`src/rtl/slot_fifo_arbiter_pkg.sv`:
```
// Shared types and constants for the slot-to-FIFO packet arbiter.
package slot_fifo_arbiter_pkg;

  localparam int unsigned WORD_W    = 32;
  localparam int unsigned BYTE_W    = 8;
  localparam int unsigned SLOT_W    = 3;
  localparam int unsigned PKT_BYTES = 5;

  localparam logic [BYTE_W-1:0] HDR_MARKER = 8'h80;

  // Each non-idle state names the next data byte to emit.
  typedef enum logic [2:0] {
    ST_IDLE = 3'd0,
    ST_B0   = 3'd1,
    ST_B1   = 3'd2,
    ST_B2   = 3'd3,
    ST_B3   = 3'd4
  } state_e;

  typedef struct packed {
    logic [BYTE_W-1:0] data;
    logic              write;
  } fifo_wr_t;

  function automatic logic [BYTE_W-1:0] word_byte(input logic [WORD_W-1:0] w,
                                                  input logic [1:0]        sel);
    return w[BYTE_W*sel +: BYTE_W];
  endfunction

endpackage

```
`src/rtl/slot_fifo_arbiter_if.sv`:
```
// Slot request/word bus plus FIFO write port and status seen by the arbiter.
interface slot_fifo_arbiter_if #(
  parameter int unsigned N_SLOTS = 8,
  parameter int unsigned ADDR_W  = 11
);
  logic                   enable;
  logic [N_SLOTS-1:0]     slot_req;
  logic [32*N_SLOTS-1:0]  slot_word;
  logic [N_SLOTS-1:0]     slot_ack;
  logic [7:0]             fifo_data;
  logic                   fifo_write;
  logic [ADDR_W-1:0]      fifo_addr_in;
  logic [ADDR_W-1:0]      fifo_addr_out;
  logic                   busy;
  logic [2:0]             cur_slot;
  logic [31:0]            word_count;

  modport master (
    output enable, slot_req, slot_word, fifo_addr_in, fifo_addr_out,
    input  slot_ack, fifo_data, fifo_write, busy, cur_slot, word_count
  );

  modport slave (
    input  enable, slot_req, slot_word, fifo_addr_in, fifo_addr_out,
    output slot_ack, fifo_data, fifo_write, busy, cur_slot, word_count
  );
endinterface

```
`src/rtl/slot_fifo_arbiter_rr.sv`:
```
// Combinational round-robin select: first requester at or after ptr_i, ascending with wrap.
module rr_arbiter
  import slot_fifo_arbiter_pkg::*;
#(
  parameter int unsigned N = 8
) (
  input  logic [N-1:0]      req_i,
  input  logic [SLOT_W-1:0] ptr_i,
  output logic [N-1:0]      gnt_o,
  output logic [SLOT_W-1:0] idx_o,
  output logic              any_o
);

  logic [2*N-1:0]    req2;
  logic [N-1:0]      rot;
  logic [SLOT_W-1:0] off;
  logic [SLOT_W:0]   sum;

  // Rotate so the pointer slot sits at bit 0, find the first set bit, rotate back.
  always_comb begin
    req2 = {req_i, req_i};
    rot  = N'(req2 >> ptr_i);
    off  = '0;
    for (int k = int'(N) - 1; k >= 0; k--) begin
      if (rot[k]) off = SLOT_W'(k);
    end
    sum = {1'b0, ptr_i} + {1'b0, off};
    if (32'(sum) >= N) idx_o = SLOT_W'(32'(sum) - N);
    else               idx_o = SLOT_W'(sum);
    any_o = |req_i;
    gnt_o = any_o ? (N'(1) << idx_o) : '0;
  end

endmodule

```
`src/rtl/slot_fifo_arbiter.sv`:
```
// Grants slot sources round-robin and serialises each 32-bit word as a 5-byte FIFO packet.
module slot_fifo_arbiter
  import slot_fifo_arbiter_pkg::*;
#(
  parameter int unsigned N_SLOTS = 8,
  parameter int unsigned ADDR_W  = 11,
  parameter int unsigned PTR_LAG = 2
) (
  input logic                clk,
  input logic                reset,
  slot_fifo_arbiter_if.slave bus
);

  localparam int unsigned SPACE_NEED = PKT_BYTES + PTR_LAG;

  state_e              state_q, state_d;
  fifo_wr_t            fifo_q, fifo_d;
  logic [N_SLOTS-1:0]  ack_q, ack_d;
  logic [SLOT_W-1:0]   cur_q, cur_d;
  logic [SLOT_W-1:0]   rr_q, rr_d;
  logic [WORD_W-1:0]   word_q, word_d;
  logic [WORD_W-1:0]   cnt_q, cnt_d;
  logic                busy_q, busy_d;

  logic [ADDR_W-1:0]   used;
  logic [ADDR_W-1:0]   free;
  logic                space_ok;
  logic                grant;

  logic [N_SLOTS-1:0]  win_gnt;
  logic [SLOT_W-1:0]   win_idx;
  logic                win_any;

  rr_arbiter #(.N(N_SLOTS)) u_rr (
    .req_i (bus.slot_req),
    .ptr_i (rr_q),
    .gnt_o (win_gnt),
    .idx_o (win_idx),
    .any_o (win_any)
  );

  // Modular pointer difference; free = depth-1-used is the bitwise complement of used.
  always_comb begin
    used     = bus.fifo_addr_in - bus.fifo_addr_out;
    free     = ~used;
    space_ok = (32'(free) >= 32'(SPACE_NEED));
    grant    = bus.enable & space_ok & win_any;
  end

  always_comb begin
    state_d     = state_q;
    fifo_d      = '0;
    ack_d       = '0;
    cur_d       = cur_q;
    rr_d        = rr_q;
    word_d      = word_q;
    cnt_d       = cnt_q;

    unique case (state_q)
      ST_IDLE: begin
        if (grant) begin
          word_d       = WORD_W'(bus.slot_word >> (WORD_W * win_idx));
          ack_d        = win_gnt;
          cur_d        = win_idx;
          rr_d         = (32'(win_idx) + 32'd1 >= N_SLOTS) ? '0 : win_idx + SLOT_W'(1);
          fifo_d.data  = HDR_MARKER | BYTE_W'(win_idx);
          fifo_d.write = 1'b1;
          state_d      = ST_B0;
        end
      end
      ST_B0: begin
        fifo_d  = '{data: word_byte(word_q, 2'd0), write: 1'b1};
        state_d = ST_B1;
      end
      ST_B1: begin
        fifo_d  = '{data: word_byte(word_q, 2'd1), write: 1'b1};
        state_d = ST_B2;
      end
      ST_B2: begin
        fifo_d  = '{data: word_byte(word_q, 2'd2), write: 1'b1};
        state_d = ST_B3;
      end
      ST_B3: begin
        fifo_d  = '{data: word_byte(word_q, 2'd3), write: 1'b1};
        cnt_d   = cnt_q + WORD_W'(1);
        state_d = ST_IDLE;
      end
      default: state_d = ST_IDLE;
    endcase

    busy_d = (state_d != ST_IDLE);
  end

  always_ff @(posedge clk) begin
    if (!reset) begin
      state_q <= ST_IDLE;
      fifo_q  <= '0;
      ack_q   <= '0;
      cur_q   <= '0;
      rr_q    <= '0;
      word_q  <= '0;
      cnt_q   <= '0;
      busy_q  <= 1'b0;
    end else begin
      state_q <= state_d;
      fifo_q  <= fifo_d;
      ack_q   <= ack_d;
      cur_q   <= cur_d;
      rr_q    <= rr_d;
      word_q  <= word_d;
      cnt_q   <= cnt_d;
      busy_q  <= busy_d;
    end
  end

  assign bus.fifo_data  = fifo_q.data;
  assign bus.fifo_write = fifo_q.write;
  assign bus.slot_ack   = ack_q;
  assign bus.cur_slot   = cur_q;
  assign bus.word_count = cnt_q;
  assign bus.busy       = busy_q;

endmodule

```
`src/flat_wrapper.sv`:
```
// flat-port wrapper written by rule: the top's interface ports become plain ports
module slot_fifo_arbiter_flat import slot_fifo_arbiter_pkg::*;
#(
  parameter int unsigned N_SLOTS = 8,
  parameter int unsigned ADDR_W  = 11,
  parameter int unsigned PTR_LAG = 2
)
  (clk, reset, bus_enable, bus_slot_req, bus_slot_word, bus_fifo_addr_in, bus_fifo_addr_out, bus_slot_ack, bus_fifo_data, bus_fifo_write, bus_busy, bus_cur_slot, bus_word_count);
  slot_fifo_arbiter_if #(.N_SLOTS(N_SLOTS), .ADDR_W(ADDR_W)) bus_i ();
  input logic clk;
  input logic reset;
  input wire logic [$bits(bus_i.enable)-1:0] bus_enable;
  input wire logic [$bits(bus_i.slot_req)-1:0] bus_slot_req;
  input wire logic [$bits(bus_i.slot_word)-1:0] bus_slot_word;
  input wire logic [$bits(bus_i.fifo_addr_in)-1:0] bus_fifo_addr_in;
  input wire logic [$bits(bus_i.fifo_addr_out)-1:0] bus_fifo_addr_out;
  output wire logic [$bits(bus_i.slot_ack)-1:0] bus_slot_ack;
  output wire logic [$bits(bus_i.fifo_data)-1:0] bus_fifo_data;
  output wire logic [$bits(bus_i.fifo_write)-1:0] bus_fifo_write;
  output wire logic [$bits(bus_i.busy)-1:0] bus_busy;
  output wire logic [$bits(bus_i.cur_slot)-1:0] bus_cur_slot;
  output wire logic [$bits(bus_i.word_count)-1:0] bus_word_count;
  assign bus_i.enable = bus_enable;
  assign bus_i.slot_req = bus_slot_req;
  assign bus_i.slot_word = bus_slot_word;
  assign bus_i.fifo_addr_in = bus_fifo_addr_in;
  assign bus_i.fifo_addr_out = bus_fifo_addr_out;
  assign bus_slot_ack = bus_i.slot_ack;
  assign bus_fifo_data = bus_i.fifo_data;
  assign bus_fifo_write = bus_i.fifo_write;
  assign bus_busy = bus_i.busy;
  assign bus_cur_slot = bus_i.cur_slot;
  assign bus_word_count = bus_i.word_count;
  slot_fifo_arbiter #(.N_SLOTS(N_SLOTS), .ADDR_W(ADDR_W), .PTR_LAG(PTR_LAG)) u_core (.clk(clk), .reset(reset), .bus(bus_i));
endmodule
```
`config.mk`:
```
export PLATFORM = sky130hd
export DESIGN_NAME = slot_fifo_arbiter_flat
export DESIGN_NICKNAME = d
export VERILOG_FILES = /design/src/rtl/slot_fifo_arbiter_pkg.sv /design/src/rtl/slot_fifo_arbiter_if.sv /design/src/rtl/slot_fifo_arbiter_rr.sv /design/src/rtl/slot_fifo_arbiter.sv /design/src/flat_wrapper.sv
export SDC_FILE = /design/constraint.sdc
export NUM_CORES = 1
export LEC_CHECK = 0
export ABC_AREA = 1
export CAP_MARGIN = 20
export CELL_PAD_IN_SITES_DETAIL_PLACEMENT = 1
export CELL_PAD_IN_SITES_GLOBAL_PLACEMENT = 2
export CORE_MARGIN = 2
export CORE_UTILIZATION = 20
export DETAILED_ROUTE_END_ITERATION = 12
export GPL_ROUTABILITY_DRIVEN = 0
export PLACE_DENSITY = 0.78
export SYNTH_ARGS = -nofsm -noshare
export SYNTH_HDL_FRONTEND = slang
export SYNTH_SLANG_ARGS = --single-unit
```
`constraint.sdc`:
```
create_clock -name clk -period 3.6 [get_ports clk]
set_input_delay 0.72 -clock clk [delete_from_list [all_inputs] [get_ports clk]]
set_output_delay 0.72 -clock clk [all_outputs]
set_load 0.1 [all_outputs]
```
==> flow_summary.yaml, run 1 <==
run_status:
  status: "finished clean"
timing:
  relSlewSlack_pct: 29.2
  max_freq_mhz: 288
  slew_violations: 0
  timing.final.crit_share_pct: 96.3
  hold_viol: 0
  whs_ns: 0.470
  timing.final.crit_period_ns: 3.47
  setup_violations: 0
  rsz0062_at_grt: "yes"
  fin_worst_skew_ns: 0.0194
  post-route-worst-setup-slack_ns: 0.131
  tightestPinTransition_ns: 1.06
clocking:
  path_clk_slew_ns: 0.07
  root_buffer: "clkbuf_16"
  htreeDepth: 3
  clk_latency_ns: 0.36
  clk_path_buf_depth: 2
  cts_tree: "yes"
  cts_buffers: 9
  clock_sinks: 91
critical_path:
  path_cells: "buf_12 > buf_4 > nand2_2 > nand3_2 > nand3_2 > o21ai_2 > inv_2 > a21oi_2 > o21ai_2 > nand2_1 > a21boi_2 > ha_4 > fa_4 > buf_12 > buf_12 > buf_16 > buf_4 > a32o_1 > o21ai_2 > nor2_1 > nor2_1"
  cp.required_ns: 3.89
  critical_path.max_stage_delay_ns: 0.66
  reg2reg_to: "u_core.word_q[0]$_SDFFE_PN0P_"
  path_max_fanout: 10
  rrSetupSlack_ns: 0.13
  r2r-start: "u_core.rr_q[0]$_SDFFE_PN0P_"
  path_class: "reg2reg"
  rr_worst_depth: 21
  cp.arrival_ns: 3.76
  start_kind: "register"
  cp_slowest_cell: "fa_4"
  cp.buffers_inverters: 7
  crit_path_end_kind: "register"
  crit_family: "buffers and inverters"
route:
  vias: 9094
  remaining_drc_errors: 0
  drt-initial-drc-count: 312
  wirelength_mm: 34.8
  via_per_inst: 4.61
  firstDrtPassIters: 5
  antenna_left: 0
  wl_per_cell_um: 17.7
global_routing:
  grt_pass1_vias: 9801
  grt_usage_pct: 18.0
  grt_first_pass_wirelength_mm: 53.7
  antenna_found_initial: 1
  grt-ovfl-total: 0
  grt_start_max_net_pins: 50
min_path:
  hp-start: "u_core.bus.word_count[21]$_SDFFE_PN0P_"
  hold_depth: 2
  holdCritPathClass: "reg2reg"
  holdPathEnd: "u_core.bus.word_count[21]$_SDFFE_PN0P_"
yosys:
  synth.distinct_cells: 44
  ys_warn_count: 0
  syn_area_per_cell_um2: 6.29
  synth_area_mm2: 0.00717
  synth_edf_count: 0
  seq_area_frac_synth_pct: 25.4
  syn_inst: 1140
  synthFlopType: "dfxtp_1"
  ys_async_sr_fraction_pct: 0
  ys_ff_latch: 91
  syn_nets: 1447
floorplan:
  die-area_mm2: 0.0374
  fp.coreArea_mm2: 0.0355
  die_x_um: 193
  num_rows: 69
  ios: 342
  initial_core_util_pct: 20.2
  die_h_um: 193
run:
  drv_cap: 0
place:
  hpwl_mm: 27.8
  dp_cells: 1935
  port_buffers: 341
  pre_cts_ws_ns: -0.597
cells_and_area:
  final_cell_mix: "clkdlybuf4s50_1, nand2_1, nor2_1"
  drive_above_1_share_pct: 17.2
  n_fill_cell: 4389
  fin_nets: 1812
  fin_cells: 1972
  area_growth_pct: 70.6
  layout_commonest_cell: "clkdlybuf4s50_1"
  fin_util_pct: 34.5
pwr:
  p_leak_nw: 4.87
  p_per_area_mw_per_mm2: 1040
  vdd_drop_max_v: 0.000597
  power_mw: 12.7
-- registers in the layout, summed over array words and instances (netlist names) --
signal,cells
u_core.word_q,32
u_core.bus.slot_ack,8
u_core.bus.fifo_data,8
u_core.state_q,3
u_core.bus.busy,1
u_core.bus.cur_slot,3
u_core.bus.word_count,32
u_core.rr_q,3
u_core.bus.fifo_write,1
-- Yosys cell counts, types with 2 or more instances --
cell	n	area (um2)
a32o_1	32	320
buf_1	3	11.3
nor2_4	2	22.5
clkinv_1	2	7.51
a41oi_1	5	43.8
inv_1	72	270
a221oi_1	4	35.0
nand4_1	12	75.1
nand2_2	40	250
buf_4	3	22.5
buf_12	4	80.1
nand3_2	2	20.0
xor2_1	10	87.6
o21ai_1	7	35.0
fa_1	2	40.0
inv_2	7	26.3
o21a_1	3	22.5
xnor2_1	2	17.5
o22ai_1	32	200
nand2_4	2	22.5
clkbuf_1	47	176
nor3_2	2	20.0
nor2_2	3	18.8
nand2_1	250	938
nor3b_2	3	37.5
o21ai_2	31	272
nand3_1	45	225
dfxtp_1	91	1820
ha_1	16	200
nor4_1	5	31.3
buf_2	12	60.1
nor2_1	190	713
nand4_2	2	25.0
a21oi_1	65	325
o21ai_0	109	546
nor3_1	15	75.1
-- power breakdown --
group | leakage [nW] | total [mW] | internal [mW] | switching, mW
logic | 3.98 | 10.4 | 4.70 | 5.72
registers | 0.743 | 1.34 | 1.21 | 0.122
clock network | 0.146 | 0.987 | 0.496 | 0.490
-- cell families (layout without fill, tap and decap cells) --
group / Yosys count / in the layout / share of synthesized area (%)
AND/OR/NAND/NOR: 576 / 576 / 35.0
flip-flops: 91 / 91 / 25.4
adder cells (fa/ha/maj): 18 / 18 / 3.35
AO/OA/AOI/OAI: 291 / 291 / 25.4
buffers and inverters: 152 / 522 / 9.40
other: 0 / 1 / 0
XOR/XNOR: 12 / 12 / 1.47
-- cell type report --
type / count / area [um2] / share of cell area (%)
clock inverter: 7 / 77.6 / 0.634
multi-input combinational: 897 / 4840 / 39.5
clock buffer: 9 / 225 / 1.84
tap: 461 / 577 / 4.71
timing repair buffer: 424 / 4360 / 35.7
sequential: 91 / 1820 / 14.9
inverter: 82 / 330 / 2.70
antenna: 1 / 2.50 / 0.0205
-- through the flow --
| stage | area [um2] | setup TNS [ns] |
|---|---|---|
| 5_1_grt | 12200 | -0.492 |
| 3_3_place_gp | 11500 | -20.79 |
| 6_report | 12200 | 0 |
| 4_1_cts | 12100 | 0 |
| 2_1_floorplan | 7170 | 0 |
| 3_5_place_dp | 11500 | -21.00 |
-- metal layers --
layer	vias to the layer above	wire length [um]	part of all wire, %	track usage [%]
met3	38	1810	5.2	3.89
met2	236	18000	52	34.2
met1	4257	14300	41	20.2
met4	0	720	2.1	4.72
li1	4563	-	-	-
met5	-	0	0	0
-- how the worst max path moves through the flow --
stage | start | endpoint | depth (start not counted)
2_1_floorplan | bus_slot_req[1] | u_core.word_q[0]$_SDFFE_PN0P_ | 20
3_3_place_gp | bus_slot_req[5] | u_core.word_q[20]$_SDFFE_PN0P_ | 21
3_5_place_dp | bus_slot_req[5] | u_core.word_q[20]$_SDFFE_PN0P_ | 21
4_1_cts | bus_slot_req[0] | u_core.word_q[8]$_SDFFE_PN0P_ | 22
5_1_grt | u_core.rr_q[0]$_SDFFE_PN0P_ | u_core.word_q[3]$_SDFFE_PN0P_ | 20
6_report | u_core.rr_q[0]$_SDFFE_PN0P_ | u_core.word_q[0]$_SDFFE_PN0P_ | 21
-- tightest hold or removal path, stage by stage, from the launching register on --
cell and delay, ns:
dfxtp_1 0.33, inv_1 0.05, a21oi_1 0.05
-- repair_timing --
item,4_1_cts,5_1_grt
resized for setup,22,62
setup endpoints to repair,36,34
pin swaps,16,39
buffers inserted,12,3
hold buffers,0,0
endpoints found under the hold margin,0,0
gates cloned,5,1
Power figures use the tool's default switching activity.
==> run 2: changes to the inputs <==
--- a/config.mk
+++ b/config.mk
@@ -17,3 +17,4 @@
 export SYNTH_ARGS = -nofsm -noshare
 export SYNTH_HDL_FRONTEND = slang
 export SYNTH_SLANG_ARGS = --single-unit
+export TNS_END_PERCENT = 10
==> constraint.sdc (replaced) <==
create_clock -name clk -period 3.5 [get_ports clk]
set_input_delay 0.7 -clock clk [delete_from_list [all_inputs] [get_ports clk]]
set_output_delay 0.7 -clock clk [all_outputs]
set_load 0.1 [all_outputs]
==> flow_summary.yaml, run 2 (synthesized netlist as in run 1, its figures left out) <==
timing:
  tightestPinTransition_ns: 0.987
  setup_violations: 0
  timing.final.crit_period_ns: 3.40
  slew_violations: 0
  fin_tns_setup_ns: 0
  timing.final.crit_share_pct: 97.1
  relSlewSlack_pct: 34.0
  rsz0062_at_grt: "yes"
  max_freq_mhz: 294
  hold_viol: 0
  fin_worst_skew_ns: 0.0171
clocking:
  clock_sinks: 91
  clk_path_buf_depth: 2
  ctsHoldBuffers: 0
  cts_buffers: 9
  htreeDepth: 3
  root_buffer: "clkbuf_16"
  clk_latency_ns: 0.36
  cts_tree: "yes"
  path_clk_slew_ns: 0.07
critical_path:
  crit_family: "adder cells"
  cp_slowest_cell: "fa_4"
  path_cells: "clkdlybuf4s15_2 > nand2_1 > nand3_1 > nand3_2 > o21ai_2 > inv_1 > a21oi_2 > o21ai_1 > nand2_1 > a21boi_2 > ha_4 > fa_4 > buf_12 > buf_12 > clkbuf_16 > a32o_1 > o21ai_2 > nor2_1 > nor2_1"
  cp.buffers_inverters: 5
  critical_path.max_stage_delay_ns: 0.68
  path_class: "in2reg"
  path_max_fanout: 8
  cp.arrival_ns: 3.69
  crit_path_end_kind: "register"
  cp.required_ns: 3.79
  start_kind: "primary input"
global_routing:
  grt_usage_pct: 18.1
  grt_first_pass_wirelength_mm: 54.0
  antenna_found_initial: 3
  use_met2_pct: 35.2
  grt_start_max_net_pins: 52
  grt_pass1_vias: 9886
  grtUsageMet1_pct: 19.4
  gr-usage-met3_pct: 4.52
  grt-ovfl-total: 0
  busiest_layer: "met2"
route:
  wirelength_mm: 35.2
  antenna_left: 0
  vias: 9057
  wl_per_cell_um: 17.8
  drt-initial-drc-count: 257
  via_per_inst: 4.58
  firstDrtPassIters: 4
  remaining_drc_errors: 0
floorplan:
  die-area_mm2: 0.0374
  ios: 342
  die_x_um: 193
  die_h_um: 193
  initial_core_util_pct: 20.2
  num_rows: 69
  fp.coreArea_mm2: 0.0355
pwr:
  pwr-share-seq_pct: 10.5
  pwr-share-comb_pct: 81.5
  power_mw: 13.2
  p_clk_share_pct: 8.0
  vdd_drop_max_v: 0.000690
  swShare_pct: 49.6
  p_switching_mw: 6.56
  p_leak_nw: 4.97
  p_per_area_mw_per_mm2: 1070
  p_int_mw: 6.67
cells_and_area:
  final_cell_mix: "clkdlybuf4s50_1, nand2_1, nor2_1"
  layout_commonest_cell: "clkdlybuf4s50_1"
  area_growth_pct: 72.9
  fin_util_pct: 34.9
  drive_above_1_share_pct: 19.4
  fin_nets: 1816
  fin_cells: 1978
place:
  dp_cells: 1942
  hpwl_mm: 28.1
  port_buffers: 341
min_path:
  holdCritPathClass: "reg2reg"
run:
  drv_cap: 0
run_status:
  status: "finished clean"
## run 2: cell type report
cell class                      instances  area, um2
Antenna cell                            3       7.51
Clock buffer                            9        225
Timing Repair Buffer                  428       4420
Inverter                               82        330
Clock inverter                          7       92.6
Fill cell                            4397      23100
Tap cell                              461        577
Sequential cell                        91       1830
Multi-Input combinational cell        897       4920
## run 2: routing by layer
layer,part of all wire (%),vias up
met2,53,229
met3,5.6,29
met4,1.6,0
met1,39,4227
li1,-,4572
met5,0,-
## run 2: worst paths after layout
| kind | start | slack, ns | to | cells after the start |
|---|---|---|---|---|
| setup / recovery | bus_slot_req[3] | 0.10 | u_core.word_q[20]$_SDFFE_PN0P_ | 19 |
| hold / removal | u_core.bus.word_count[21]$_SDFFE_PN0P_ | 0.47 | u_core.bus.word_count[21]$_SDFFE_PN0P_ | 2 |
| setup reg to reg | u_core.rr_q[0]$_SDFFE_PN0P_ | 0.11 | u_core.word_q[14]$_SDFFE_PN0P_ | 22 |
| hold reg to reg | u_core.bus.word_count[21]$_SDFFE_PN0P_ | 0.47 | u_core.bus.word_count[21]$_SDFFE_PN0P_ | 2 |
## run 2: timing repair
action                                  CTS  global route
cloned                                    6             2
buffers inserted                          8             2
endpoints found under the setup margin   38            39
pin swaps                                24            49
resized for setup                        74            45
## run 2: worst reg2reg max path: stages, from the launching register on
cell and delay, ns:
dfxtp_4 0.36, buf_12 0.15, inv_12 0.07, nand2_2 0.07
nand3_2 0.08, nand2_2 0.08, o21ai_2 0.14, inv_1 0.07
a21oi_2 0.12, o21ai_1 0.07, nand2_1 0.08, a21boi_2 0.07
ha_4 0.16, fa_4 0.82, buf_12 0.18, buf_12 0.13
buf_16 0.11, o21ai_0 0.08, o22ai_1 0.22, nand2_2 0.09
o21ai_2 0.06, nor2_1 0.06, nor2_1 0.09
## run 2: power groups by stage
stage | combinational (mW) | sequential, mW | clock (mW)
floorplan | 5.71 | 1.69 | 0
global placement | 9.31 | 1.40 | 0
detailed placement | 9.42 | 1.40 | 0
CTS | 10.5 | 1.38 | 1.10
global route | 11.8 | 1.41 | 1.14
finish | 10.8 | 1.38 | 1.06
## run 2: stage by stage
step / hold WS, ns / setup WS (ns) / area, um2
final: 0.467 / 0.103 / 12400
after global routing: 0.488 / -0.0651 / 12400
after CTS: 0.468 / 0.0156 / 12200
after floorplan: 0.464 / 0.157 / 7170
after global placement: 0.454 / -0.684 / 11500
after detailed placement: 0.456 / -0.719 / 11500
==> run 3: changes to the inputs <==
--- a/config.mk
+++ b/config.mk
@@ -9,6 +9,7 @@
 export CAP_MARGIN = 20
 export CELL_PAD_IN_SITES_DETAIL_PLACEMENT = 1
 export CELL_PAD_IN_SITES_GLOBAL_PLACEMENT = 2
+export CORE_ASPECT_RATIO = 1.75
 export CORE_MARGIN = 2
 export CORE_UTILIZATION = 20
 export DETAILED_ROUTE_END_ITERATION = 12
==> flow_summary.yaml, run 3 (synthesized netlist as in run 1, its figures left out) <==
route:
  wirelength_mm: 37.0
  firstDrtPassIters: 4
  vias: 9274
  remaining_drc_errors: 0
  antenna_left: 0
  wl_per_cell_um: 18.7
  via_per_inst: 4.67
  drt-initial-drc-count: 299
clocking:
  clock_sinks: 91
  cts_buffers: 9
  clk_path_buf_depth: 2
  htreeDepth: 3
  path_clk_slew_ns: 0.07
  ctsHoldBuffers: 0
  clk_latency_ns: 0.37
  root_buffer: "clkbuf_16"
  cts_tree: "yes"
floorplan:
  ios: 342
  fp.coreArea_mm2: 0.0353
  die-area_mm2: 0.0374
  die_h_um: 255
  initial_core_util_pct: 20.3
  die_x_um: 147
  num_rows: 91
critical_path:
  start_kind: "primary input"
  rrSetupSlack_ns: 0.11
  path_cells: "dlygate4sd2_1 > nand2_1 > nand3_1 > nand3_1 > nand2_4 > a21oi_2 > o21ai_1 > nand2_1 > a21boi_2 > ha_4 > fa_4 > buf_12 > buf_12 > a21oi_1 > a32o_1 > o21ai_2 > nor2_1 > nor2_1"
  path_max_fanout: 7
  cp.required_ns: 3.76
  reg2reg_to: "u_core.word_q[7]$_SDFFE_PN0P_"
  critical_path.max_stage_delay_ns: 0.67
  r2r-start: "u_core.rr_q[0]$_SDFFE_PN0P_"
  worstSetupEndpoint: "u_core.word_q[7]$_SDFFE_PN0P_"
  cp.arrival_ns: 3.71
  startpoint: "bus_slot_req[3]"
  crit_path_end_kind: "register"
  rr_worst_depth: 19
  path_class: "in2reg"
  cp_slowest_cell: "fa_4"
timing:
  timing.final.crit_share_pct: 98.4
  timing.final.crit_period_ns: 3.44
  slew_violations: 0
  post-route-worst-setup-slack_ns: 0.0572
  relSlewSlack_pct: 32.8
  tightestPinTransition_ns: 1.00
  fin_worst_skew_ns: 0.00795
  setup_violations: 0
  max_freq_mhz: 290
  fin_tns_setup_ns: 0
  hold_viol: 0
  whs_ns: 0.471
  rsz0062_at_grt: "yes"
cells_and_area:
  final_cell_mix: "clkdlybuf4s50_1, nand2_1, nor2_1"
  area_growth_pct: 70.8
  fin_util_pct: 34.7
  drive_above_1_share_pct: 18.1
  layout_commonest_cell: "clkdlybuf4s50_1"
  fin_nets: 1816
global_routing:
  busiest_layer: "met2"
  grt_first_pass_wirelength_mm: 54.8
  gr-usage-met3_pct: 4.01
  grt-ovfl-total: 0
  grtUsageMet1_pct: 17.7
  grt_usage_pct: 19.1
  grt_start_max_net_pins: 55
  antenna_found_initial: 4
  grt_pass1_vias: 9997
  use_met2_pct: 38.7
place:
  hpwl_mm: 30.2
  port_buffers: 341
  pre_cts_ws_ns: -0.750
run:
  drv_cap: 0
pwr:
  p_leak_nw: 4.89
  vdd_drop_max_v: 0.000558
  power_mw: 13.4
  p_per_area_mw_per_mm2: 1090
run_status:
  status: "finished clean"
min_path:
  holdCritPathClass: "reg2reg"
## run 3: where the power goes
| group | switching (mW) | internal [mW] | total, mW |
|---|---|---|---|
| clock | 0.498 | 0.569 | 1.07 |
| sequential | 0.156 | 1.25 | 1.41 |
| combinational | 6.15 | 4.74 | 10.9 |
## run 3: how the worst min path moves through the flow
| stage | from | to | slack [ns] | cells past startpoint |
|---|---|---|---|---|
| 2_1_floorplan | u_core.word_q[24]$_SDFFE_PN0P_ | u_core.word_q[24]$_SDFFE_PN0P_ | 0.46 | 2 |
| 3_3_place_gp | u_core.bus.word_count[21]$_SDFFE_PN0P_ | u_core.bus.word_count[21]$_SDFFE_PN0P_ | 0.45 | 2 |
| 3_5_place_dp | u_core.bus.cur_slot[0]$_SDFFE_PN0P_ | u_core.bus.cur_slot[0]$_SDFFE_PN0P_ | 0.46 | 2 |
| 4_1_cts | u_core.bus.cur_slot[0]$_SDFFE_PN0P_ | u_core.bus.cur_slot[0]$_SDFFE_PN0P_ | 0.47 | 2 |
| 5_1_grt | u_core.bus.cur_slot[0]$_SDFFE_PN0P_ | u_core.bus.cur_slot[0]$_SDFFE_PN0P_ | 0.49 | 2 |
| 6_report | u_core.bus.cur_slot[0]$_SDFFE_PN0P_ | u_core.bus.cur_slot[0]$_SDFFE_PN0P_ | 0.47 | 2 |
## run 3: final cells by class
| cell class | instances | area [um2] |
|---|---|---|
| well taps | 465 | 582 |
| diodes | 5 | 12.5 |
| flip-flops and latches | 91 | 1820 |
| clock buffers | 9 | 225 |
| clock inverters | 7 | 82.6 |
| fillers | 4439 | 23000 |
| repair buffers | 428 | 4310 |
| inverters | 82 | 322 |
| multi-input cells | 897 | 4890 |
## run 3: worst max-delay path, delay by kind of cell
kind	cells	cell delay (ns)
AO/OA/AOI/OAI	6	0.85
AND/OR/NAND/NOR	7	0.71
buffers and inverters	3	0.59
adder cells (fa/ha/maj)	2	0.82
## run 3: through the flow
step	instance area, um2	instances
2_1_floorplan	7170	1140
3_3_place_gp	11500	1953
3_5_place_dp	11500	1953
4_1_cts	12000	1977
5_1_grt	12200	1983
6_report	12200	1984
## run 3: repair_timing
action                                  CTS  global route
endpoints found under the setup margin   32            32
setup buffers                             7             0
cloned                                    3             2
pin swaps                                20            37
gates resized for setup                  28            59
## run 3: routing by layer
layer | wire [um] | up-vias
li1 | - | 4572
met1 | 12700 | 4381
met3 | 1780 | 58
met2 | 21000 | 263
met4 | 1510 | 0
met5 | 0 | -
